==> config.mk <==
export PLATFORM = sky130hd
export DESIGN_NAME = cell_drop_controller
export DESIGN_NICKNAME = d
export VERILOG_FILES = /design/src/rtl/tetris_pkg.sv /design/src/rtl/grid_row_store.sv /design/src/rtl/cell_drop_controller.sv
export SDC_FILE = /design/constraint.sdc
export NUM_CORES = 1
export LEC_CHECK = 0
export CORE_ASPECT_RATIO = 1.1
export CORE_MARGIN = 2
export CORE_UTILIZATION = 55
export CTS_BUF_LIST = sky130_fd_sc_hd__clkbuf_8
export CTS_CLUSTER_DIAMETER = 200
export CTS_CLUSTER_SIZE = 28
export DETAILED_ROUTE_END_ITERATION = 8
export GPL_TIMING_DRIVEN = 0
export PLACE_DENSITY = 0.79
export SLEW_MARGIN = 20
export SYNTH_ARGS = -nofsm -noshare
export SYNTH_HDL_FRONTEND = slang
export SYNTH_HIERARCHICAL = 1
export SYNTH_SLANG_ARGS = --single-unit
export TNS_END_PERCENT = 10
==> constraint.sdc <==
create_clock -name clk -period 10.4 [get_ports clk]
set_clock_uncertainty 0.1 [all_clocks]
set_input_delay 1.56 -clock clk [delete_from_list [all_inputs] [get_ports clk]]
set_output_delay 1.56 -clock clk [all_outputs]
set_load 0.1 [all_outputs]
==> src/rtl/tetris_pkg.sv <==
// Shared types for the falling-cell playfield: sequencer state encoding,
// default playfield geometry and the row-vector type.
package tetris_pkg;

  localparam int ROWS_DEF = 16;
  localparam int COLS_DEF = 16;

  typedef logic [COLS_DEF-1:0] row_t;

  typedef enum logic [3:0] {
    IDLE,
    CLEAR,
    SPAWN,
    FALL,
    DROP,
    LOCK,
    SCAN,
    SHIFT,
    GAMEOVER
  } state_t;

endpackage

==> src/rtl/grid_row_store.sv <==
// Occupancy grid storage: one register per row, a single row write port
// (data or zero), a combinational row read with full-row flag, a single-bit
// occupancy lookup and a registered render read port with a merge mask.
// Storage is padded to a power-of-two row count; the pad rows never get
// written, so out-of-range reads naturally return zero.
module grid_row_store #(
  parameter int ROWS = 16,
  parameter int COLS = 16,
  localparam int Y_W = $clog2(ROWS),
  localparam int X_W = $clog2(COLS)
) (
  input  logic            clk,
  input  logic            reset,
  input  logic            wr_en,
  input  logic            wr_zero,
  input  logic [Y_W-1:0]  wr_row,
  input  logic [COLS-1:0] wr_data,
  input  logic [Y_W-1:0]  row_a_addr,
  output logic [COLS-1:0] row_a,
  output logic            full_a,
  input  logic [Y_W-1:0]  bit_row,
  input  logic [X_W-1:0]  bit_col,
  output logic            bit_q,
  input  logic [Y_W-1:0]  rd_row,
  input  logic [COLS-1:0] rd_mask,
  output logic [COLS-1:0] rd_data
);

  localparam int NR = 1 << Y_W;

  logic [COLS-1:0] grid [NR];
  logic [COLS-1:0] bit_row_v;
  logic [COLS-1:0] rd_data_p1;

  // Row registers: cleared by reset, one row written per cycle.
  always_ff @(posedge clk or negedge reset) begin
    if (!reset) begin
      for (int r = 0; r < NR; r++) grid[r] <= '0;
    end else if (wr_en) begin
      grid[wr_row] <= wr_zero ? '0 : wr_data;
    end
  end

  // Combinational lookups used by the sequencer.
  always_comb begin
    row_a     = grid[row_a_addr];
    full_a    = &row_a;
    bit_row_v = grid[bit_row];
    bit_q     = bit_row_v[bit_col];
  end

  // ---- render read stage: p0 address/mask -> p1 registered row ----
  always_ff @(posedge clk or negedge reset) begin
    if (!reset) rd_data_p1 <= '0;
    else        rd_data_p1 <= grid[rd_row] | rd_mask;
  end

  assign rd_data = rd_data_p1;

endmodule

==> src/rtl/cell_drop_controller.sv <==
// Falling-cell game sequencer: spawn -> gravity/move -> lock -> full-row scan
// -> row shift, with a registered render read port that merges the active
// cell. Optional hard drop is compiled in with the HARD_DROP_EN macro.
module cell_drop_controller
  import tetris_pkg::*;
#(
  parameter int ROWS    = ROWS_DEF,
  parameter int COLS    = COLS_DEF,
  parameter int SPAWN_X = 0,
  parameter int LINES_W = 8,
  localparam int Y_W = $clog2(ROWS),
  localparam int X_W = $clog2(COLS)
) (
  input  logic               clk,
  input  logic               reset,
  input  logic               start,
  input  logic               tick,
  input  logic               move_left,
  input  logic               move_right,
  input  logic               drop,
  input  logic [Y_W-1:0]     rd_row,
  output logic [COLS-1:0]    rd_data,
  output logic [X_W-1:0]     active_x,
  output logic [Y_W-1:0]     active_y,
  output logic               lock_pulse,
  output logic [LINES_W-1:0] lines,
  output logic               game_over
);

  function automatic logic [LINES_W-1:0] sat_inc(input logic [LINES_W-1:0] v);
    return (&v) ? v : v + 1'b1;
  endfunction

  function automatic logic [COLS-1:0] cell_mask(input logic [X_W-1:0] c);
    logic [COLS-1:0] m;
    m    = '0;
    m[c] = 1'b1;
    return m;
  endfunction

  state_t             state, state_d;
  logic [X_W-1:0]     x_q, x_d, nx;
  logic [Y_W-1:0]     y_q, y_d;
  logic [Y_W-1:0]     scan_q, scan_d;
  logic [Y_W-1:0]     shift_q, shift_d;
  logic [Y_W-1:0]     clr_q, clr_d;
  logic [LINES_W-1:0] lines_q, lines_d;
  logic               at_floor;

  logic               wr_en, wr_zero;
  logic [Y_W-1:0]     wr_row;
  logic [COLS-1:0]    wr_data;
  logic [Y_W-1:0]     row_a_addr;
  logic [COLS-1:0]    row_a;
  logic               full_a;
  logic [Y_W-1:0]     bit_row;
  logic [X_W-1:0]     bit_col;
  logic               bit_q;
  logic [COLS-1:0]    rd_mask;

`ifndef HARD_DROP_EN
  logic unused_drop;
  assign unused_drop = drop;
`endif

  grid_row_store #(
    .ROWS (ROWS),
    .COLS (COLS)
  ) u_grid (
    .clk        (clk),
    .reset      (reset),
    .wr_en      (wr_en),
    .wr_zero    (wr_zero),
    .wr_row     (wr_row),
    .wr_data    (wr_data),
    .row_a_addr (row_a_addr),
    .row_a      (row_a),
    .full_a     (full_a),
    .bit_row    (bit_row),
    .bit_col    (bit_col),
    .bit_q      (bit_q),
    .rd_row     (rd_row),
    .rd_mask    (rd_mask),
    .rd_data    (rd_data)
  );

  assign at_floor = (y_q == Y_W'(ROWS - 1));

  // Active cell is only shown to the renderer while it is falling under ticks.
  always_comb begin
    rd_mask = '0;
    if (state == FALL && rd_row == y_q) rd_mask = cell_mask(x_q);
  end

  // Sequencer registers; reset aborts any scan/shift in progress.
  always_ff @(posedge clk or negedge reset) begin
    if (!reset) begin
      state      <= IDLE;
      x_q        <= X_W'(SPAWN_X);
      y_q        <= '0;
      scan_q     <= '0;
      shift_q    <= '0;
      clr_q      <= '0;
      lines_q    <= '0;
      lock_pulse <= 1'b0;
      game_over  <= 1'b0;
    end else begin
      state      <= state_d;
      x_q        <= x_d;
      y_q        <= y_d;
      scan_q     <= scan_d;
      shift_q    <= shift_d;
      clr_q      <= clr_d;
      lines_q    <= lines_d;
      lock_pulse <= (state_d == LOCK);
      game_over  <= (state_d == GAMEOVER);
    end
  end

  // Next-state, cell motion and grid write control.
  always_comb begin
    state_d    = state;
    x_d        = x_q;
    y_d        = y_q;
    scan_d     = scan_q;
    shift_d    = shift_q;
    clr_d      = clr_q;
    lines_d    = lines_q;
    nx         = x_q;
    wr_en      = 1'b0;
    wr_zero    = 1'b0;
    wr_row     = y_q;
    wr_data    = '0;
    row_a_addr = y_q;
    bit_row    = y_q + 1'b1;
    bit_col    = x_q;

    unique case (state)
      IDLE, GAMEOVER: begin
        if (start) begin
          state_d = CLEAR;
          clr_d   = '0;
        end
      end

      CLEAR: begin
        wr_en   = 1'b1;
        wr_zero = 1'b1;
        wr_row  = clr_q;
        lines_d = '0;
        if (clr_q == Y_W'(ROWS - 1)) state_d = SPAWN;
        else                         clr_d   = clr_q + 1'b1;
      end

      SPAWN: begin
        x_d     = X_W'(SPAWN_X);
        y_d     = '0;
        bit_row = '0;
        bit_col = X_W'(SPAWN_X);
        state_d = bit_q ? GAMEOVER : FALL;
      end

      FALL: begin
`ifdef HARD_DROP_EN
        // The drop edge itself takes the first step down.
        if (drop) begin
          if (at_floor || bit_q) state_d = LOCK;
          else begin
            y_d     = y_q + 1'b1;
            state_d = DROP;
          end
        end else
`endif
        if (tick) begin
          if (move_left && !move_right && x_q != '0 && !row_a[x_q - 1'b1])
            nx = x_q - 1'b1;
          else if (move_right && !move_left && x_q != X_W'(COLS - 1) && !row_a[x_q + 1'b1])
            nx = x_q + 1'b1;
          x_d     = nx;
          bit_col = nx;
          if (at_floor || bit_q) state_d = LOCK;
          else                   y_d     = y_q + 1'b1;
        end
      end

`ifdef HARD_DROP_EN
      DROP: begin
        if (at_floor || bit_q) state_d = LOCK;
        else                   y_d     = y_q + 1'b1;
      end
`endif

      LOCK: begin
        wr_en   = 1'b1;
        wr_row  = y_q;
        wr_data = row_a | cell_mask(x_q);
        scan_d  = Y_W'(ROWS - 1);
        state_d = SCAN;
      end

      SCAN: begin
        row_a_addr = scan_q;
        if (full_a) begin
          lines_d = sat_inc(lines_q);
          shift_d = scan_q;
          state_d = SHIFT;
        end else if (scan_q == '0) begin
          state_d = SPAWN;
        end else begin
          scan_d = scan_q - 1'b1;
        end
      end

      SHIFT: begin
        // Pull the row above down; the top row fills with zeros and the same
        // scan row is checked again since new content has moved into it.
        wr_en      = 1'b1;
        wr_row     = shift_q;
        row_a_addr = shift_q - 1'b1;
        if (shift_q == '0) begin
          wr_zero = 1'b1;
          state_d = SCAN;
        end else begin
          wr_data = row_a;
          shift_d = shift_q - 1'b1;
        end
      end

      default: state_d = IDLE;
    endcase
  end

  assign active_x = x_q;
  assign active_y = y_q;
  assign lines    = lines_q;

endmodule
==> results.ini, run 1 <==
[setup_path]
cp_max_fo=10
cp.required_ns=10.84
r2r_end=active_y[3]$_DFFE_PN0P_
r2r_cells=27
start_kind=flop
crit_type=reg2reg
rrSetupSlack_ns=1.07
worst_setup_path_end_kind=flop
arrival_ns=9.77
r2r_start=state[0]$_DFF_PN0_

[sta]
worst_hold_slack_ns=0.4456
slew_headroom_pct=23.41
period_needed_ns=9.332
fin_tns_setup_ns=0
rsz0062_at_grt=no
max_freq_mhz=107.2
setup_violations=0
post-route-period-util_pct=89.73
setup_ws_ns=1.068
finalMaxSlewViolations=0
worst_slew_pin_slew_ns=1.141
finalHoldViolCount=0

[detailed_routing]
drc=0
post_drt_wl_per_cell_um=32.34
dr.pass1.iters=8
drt_wl_total_mm=70.35
via_per_inst=7.449
drt_iter0_drc=2679
final_antenna_net_count=0
vias=16201

[placed_design]
io_buffers=43
gp_congestion=1.046
post-dp-hpwl_mm=50.56
dp_slack_ns=1.749
dp_cells=2159

[cells_and_area]
layout_common_cells=307 x nand2_1, 306 x dfrtp_1, 283 x o21ai_0
multiInputGateArea_um2=10190
seq_area_um2=7657
synthToLayoutAreaGrowth_pct=6.903
drive_above_1_share_pct=15.95
fin_cells=2175
layout_commonest_cell=nand2_1
nFillCells=2771
postLayoutCoreUtil_pct=59.87
fin_nets=1763
diodes=0

[worst_hold_path]
whs_endpoint=lines[0]$_DFFE_PN0P_
min_delay_path_depth=1
worst_hold_path_type=reg2reg
worstHoldStart=lines[0]$_DFFE_PN0P_

[grt]
grt_pass1_wl_mm=104.0
grt_use_total_pct=40.12
grt_pass1_vias=15981
grt_max_degree=105
overflow=0
antenna_found_initial=4

[run_status]
status=finished clean

[yosys]
async_flop_share_pct=100.0
yosysSeqAreaShare_pct=40.98
synth_seq_cells=306
avgSynthCellArea_um2=11.12
synthCells=1680
synth_nets=1700
synth_edf_count=0
ys_types=69
ys_warn_count=6
syn_area_um2=18690
synth_ff_type=dfrtp_1

[floorplanning]
io_pins=45
start_util_pct=56.00
rows=70
die_h_um=197.3
die_width_um=179.7
dieArea_um2=35470
core_um2=33370

[pwr]
powerDensity_nw_per_um2=181.5
leakage_uw=0.007919
vdd_drop_max_mv=0.1367

[clock_network]
cts_root_buf=clkbuf_8
cts_sinks=306
postCtsHoldBufs=0
post-cts-setup-buffers=0
clk-insertion-delay-late_ns=0.61
cts_resized=0
clk_pin_slew_ns=0.18
cts_max_level=1
cts_buffers=14
clock_path_buffers=3
cts_tree=done

[run]
cap_violations=0

[how the worst max path moves through the flow]
stage | start | to | slack [ns] | depth (start not counted)
finish | state[0]$_DFF_PN0_ | active_y[3]$_DFFE_PN0P_ | 1.07 | 27
global route | state[0]$_DFF_PN0_ | active_y[3]$_DFFE_PN0P_ | 1.12 | 27
CTS | state[0]$_DFF_PN0_ | active_y[3]$_DFFE_PN0P_ | 1.67 | 27
detailed placement | state[0]$_DFF_PN0_ | active_y[3]$_DFFE_PN0P_ | 1.75 | 27
global placement | reset | u_grid/grid[43]$_DFFE_PN0P_ | -5.40 | 1
floorplan | active_y[0]$_DFFE_PN0P_ | active_y[3]$_DFFE_PN0P_ | 3.60 | 22
[sequential cells by signal, indices dropped and copies added (netlist names)]
signal	count
active_y	4
u_grid/grid	256
scan_q	4
shift_q	4
clr_q	4
game_over	1
lines	8
lock_pulse	1
state	4
u_grid/rd_data	16
active_x	4
[Yosys cell counts (6+ instances only)]
cell type | number | share of area [%]
nand2_1 | 307 | 6.2
dfrtp_1 | 306 | 41
o21ai_0 | 283 | 7.6
mux4_2 | 188 | 23
clkbuf_1 | 87 | 1.7
mux2i_1 | 77 | 4.1
nor2_1 | 47 | 0.94
o22ai_1 | 29 | 0.97
nand2b_1 | 28 | 0.94
a21oi_1 | 24 | 0.64
buf_4 | 20 | 0.80
nand3_1 | 20 | 0.54
and3_1 | 17 | 0.57
or2_1 | 16 | 0.54
buf_2 | 15 | 0.40
inv_1 | 14 | 0.28
nor3_1 | 14 | 0.37
mux4_1 | 11 | 1.5
buf_1 | 10 | 0.20
ha_1 | 9 | 0.60
nand4_1 | 9 | 0.30
nor2b_1 | 9 | 0.30
xnor2_1 | 9 | 0.42
xor2_1 | 9 | 0.42
a221oi_1 | 8 | 0.37
a32o_1 | 8 | 0.43
buf_6 | 8 | 0.48
a22oi_1 | 6 | 0.24
and2_1 | 6 | 0.20
nand3b_1 | 6 | 0.24
[layer usage]
| metal | up-vias | part of all wire [%] | global-route usage [%] | wire length [um] |
|---|---|---|---|---|
| met4 | 8 | 9.1 | 28.61 | 6369 |
| met2 | 1532 | 43 | 59.47 | 30510 |
| met1 | 7900 | 33 | 49.16 | 23060 |
| met5 | - | 0.085 | 0 | 60 |
| li1 | 6365 | - | - | - |
| met3 | 396 | 15 | 14.33 | 10350 |
[critical path: stages (launching register included)]
cell and delay [ns]:
dfrtp_1 0.49, inv_1 0.13, clkbuf_1 0.53, mux2i_1 0.26
mux2_2 0.17, buf_2 0.36, clkbuf_1 0.69, mux4_2 0.47
mux4_2 0.67, mux4_1 0.55, mux2_2 0.29, mux2_4 0.32
nor2_4 0.10, o211ai_2 0.10, mux2_4 0.24, buf_1 0.58
inv_1 0.42, mux2i_1 0.38, nand3_1 0.13, and4_1 0.23
o31ai_1 0.19, nand4_1 0.25, o41a_1 0.39, a31oi_1 0.34
nand2_1 0.20, or4_1 0.43, nand2_1 0.08, a22o_1 0.15
[final cells by class]
class | instances | share of cell area (%)
Inverter | 14 | 0.2631
Sequential cell | 306 | 38.33
Buffer | 147 | 3.946
Multi-Input combinational cell | 1213 | 51.03
Tap cell | 432 | 2.706
Clock buffer | 16 | 1.102
Timing Repair Buffer | 47 | 2.618
[cells by family (layout without fill, tap and decap cells)]
group / after synthesis / count (layout) / synth area share [%]
and+or+nand+nor: 505 / 505 / 12.26
AOI/OAI and AO/OA: 398 / 398 / 12.03
DFF: 306 / 306 / 40.98
muxes: 283 / 283 / 28.79
buffers and inverters: 161 / 224 / 4.500
xor gates and xnor gates: 18 / 18 / 0.8437
adders and majority gates: 9 / 9 / 0.6026
[stage by stage]
stage | power (uW) | area, um2
floorplan | 2395 | 18690
global route | 3696 | 19980
global placement | 2985 | 19660
CTS | 3515 | 19980
detailed placement | 3019 | 19760
finish | 3626 | 19980
[report_power, final]
| group | leakage, uW | total (uW) | internal [uW] | switching [uW] |
|---|---|---|---|---|
| logic | 0.00357 | 1810 | 512 | 1300 |
| registers | 0.00423 | 1300 | 1240 | 58.4 |
| clock network | 0.000115 | 516 | 140 | 376 |
Power figures use the tool's default switching activity.
==> inputs of run 2 (changes only) <==
CORE_ASPECT_RATIO = 0.5   (was 1.1)
SLEW_MARGIN = default   (was 20)
==> run 2 against run 1 <==
Net effect:
- the run now ends with capacitance limit, slew limit left
- global-route usage increased by 1.5 points
- via count increased by 1.8%
- flip-flop and latch count unchanged
- register-to-register slack got worse by 0.51 ns
- setup slack got worse by 0.51 ns
- critical path depth decreased by 2
- clock-buffer cell count unchanged
- sequential power about the same
- first-iteration DRC count increased by 17%
- non-clock buffer count decreased by 1
- critical endpoint unchanged
- largest power group unchanged
- highest routed layer unchanged
==> results.ini, run 2 (synthesis results as in run 1) <==
[setup_path]
path_buf_inv=6
start_kind=flop
max_stage_delay_ns=0.90
crit_start=state[0]$_DFF_PN0_
cp_max_fo=10
r2r_start=state[0]$_DFF_PN0_
arrival_ns=10.30
worst_setup_path_end_kind=flop
crit_family=buffers and inverters
crit_type=reg2reg
crit_slowest_cell=o41ai_1
cp.required_ns=10.86
cp_common_cell=clkbuf_1

[cells_and_area]
largest_register=u_grid/grid
layout_commonest_cell=nand2_1
nFillCells=2735
synthToLayoutAreaGrowth_pct=6.870
multiInputGateArea_um2=10190
largest_reg_flops=256
layout_common_cells=307 x nand2_1, 306 x dfrtp_1, 283 x o21ai_0
drive_above_1_share_pct=15.90
fin_nets=1762
seq_area_um2=7657

[grt]
antenna_found_initial=5
grtUsageMet2_pct=55.85
grt_use_total_pct=41.66
grt_use_met1_pct=51.06
overflow=0
grt_max_degree=108
top_usage_layer=met2
grt_pass1_wl_mm=105.1
use_met3_pct=29.74
grt_pass1_vias=15470

[worst_hold_path]
worst_hold_path_type=reg2reg
worstHoldStart=u_grid/grid[51]$_DFFE_PN0P_

[clock_network]
cts_root_buf=clkbuf_8
postCtsHoldBufs=0
post-cts-setup-buffers=0
cts_buffers=14
cts_sinks=306
clk_pin_slew_ns=0.17
cts_tree=done
cts_max_level=1
clk-insertion-delay-late_ns=0.62
cts_resized=0
clock_path_buffers=3

[placed_design]
post-dp-hpwl_mm=51.09
io_buffers=43
gp_congestion=1.054

[sta]
setup_violations=0
finalMaxSlewViolations=9
period_needed_ns=9.840
worst_slew_pin_slew_ns=1.524
fin_tns_setup_ns=0
slew_headroom_pct=-2.315
max_freq_mhz=101.6
rsz0062_at_grt=no
finalHoldViolCount=0
worst_hold_slack_ns=0.4490
post-route-period-util_pct=94.61

[detailed_routing]
drt_iter0_drc=3132
drt_wl_total_mm=73.04
post_drt_wl_per_cell_um=33.41
final_antenna_net_count=0
dr.pass1.iters=8
vias=16496
drc=0
via_per_inst=7.546

[pwr]
p_switching_uw=1811
p_clk_share_pct=14.2
powerDensity_nw_per_um2=185.3
leakage_uw=0.007906
swShare_pct=48.93
seq_power_share_pct=35.0
p_int_uw=1890
vdd_drop_max_mv=0.1464
finalPower_uw=3700
combPwrFrac_pct=50.8

[floorplanning]
rows=47
die_h_um=134.3
start_util_pct=56.14
dieArea_um2=35560
core_um2=33280
io_pins=45
die_width_um=264.7

[run_status]
status=finished, violations left
violations=capacitance limit, slew limit

[run]
cap_violations=1

-- run 2: through the flow --
stage / utilization (%) / area (um2) / setup WS [ns] / instances
final: 60.00 / 19970 / 0.5601 / 2186
after global routing: 59.98 / 19970 / 0.7493 / 2184
after CTS: 59.98 / 19960 / 1.365 / 2183
after detailed placement: 59.32 / 19740 / 1.430 / 2167
after global placement: 59.09 / 19670 / -5.581 / 2164
after floorplan: - / 18690 / 3.598 / 1680
-- run 2: path summary, 6_finish.rpt --
path	endpoint	depth (start not counted)	slack [ns]
hold reg to reg	u_grid/grid[51]$_DFFE_PN0P_	2	0.45
setup reg to reg	active_y[3]$_DFFE_PN0P_	25	0.56
setup / recovery	active_y[3]$_DFFE_PN0P_	25	0.56
max in group asynchronous	u_grid/grid[59]$_DFFE_PN0P_	3	7.88
min in group asynchronous	lines[4]$_DFFE_PN0P_	1	0.86
hold / removal	u_grid/grid[51]$_DFFE_PN0P_	2	0.45
-- run 2: power by group through the flow --
stage	Clock [uW]	Combinational, uW	Sequential [uW]
6_report	525	1880	1300
5_1_grt	557	1880	1300
4_1_cts	520	1740	1290
3_5_place_dp	0	1730	1320
3_3_place_gp	0	1710	1320
2_1_floorplan	0	1010	1390
-- run 2: area by class of cell --
cell class | instances | area share, %
antenna | 3 | 0.03759
buffer | 147 | 3.947
clock buffer | 16 | 1.103
inverter | 14 | 0.2631
multi-input combinational | 1213 | 51.05
sequential | 306 | 38.34
tap | 441 | 2.763
timing repair buffer | 46 | 2.494
-- run 2: tightest hold or removal path, cell delays in order (launching register included) --
cell	delay (ns)
dfrtp_1	0.41
nand2_1	0.06
o21ai_0	0.06
-- run 2: layer usage --
metal | vias to the layer above | routed length, um
li1 | 6364 | -
met3 | 374 | 15090
met4 | 16 | 3768
met2 | 1687 | 28310
met1 | 8055 | 25380
met5 | - | 490
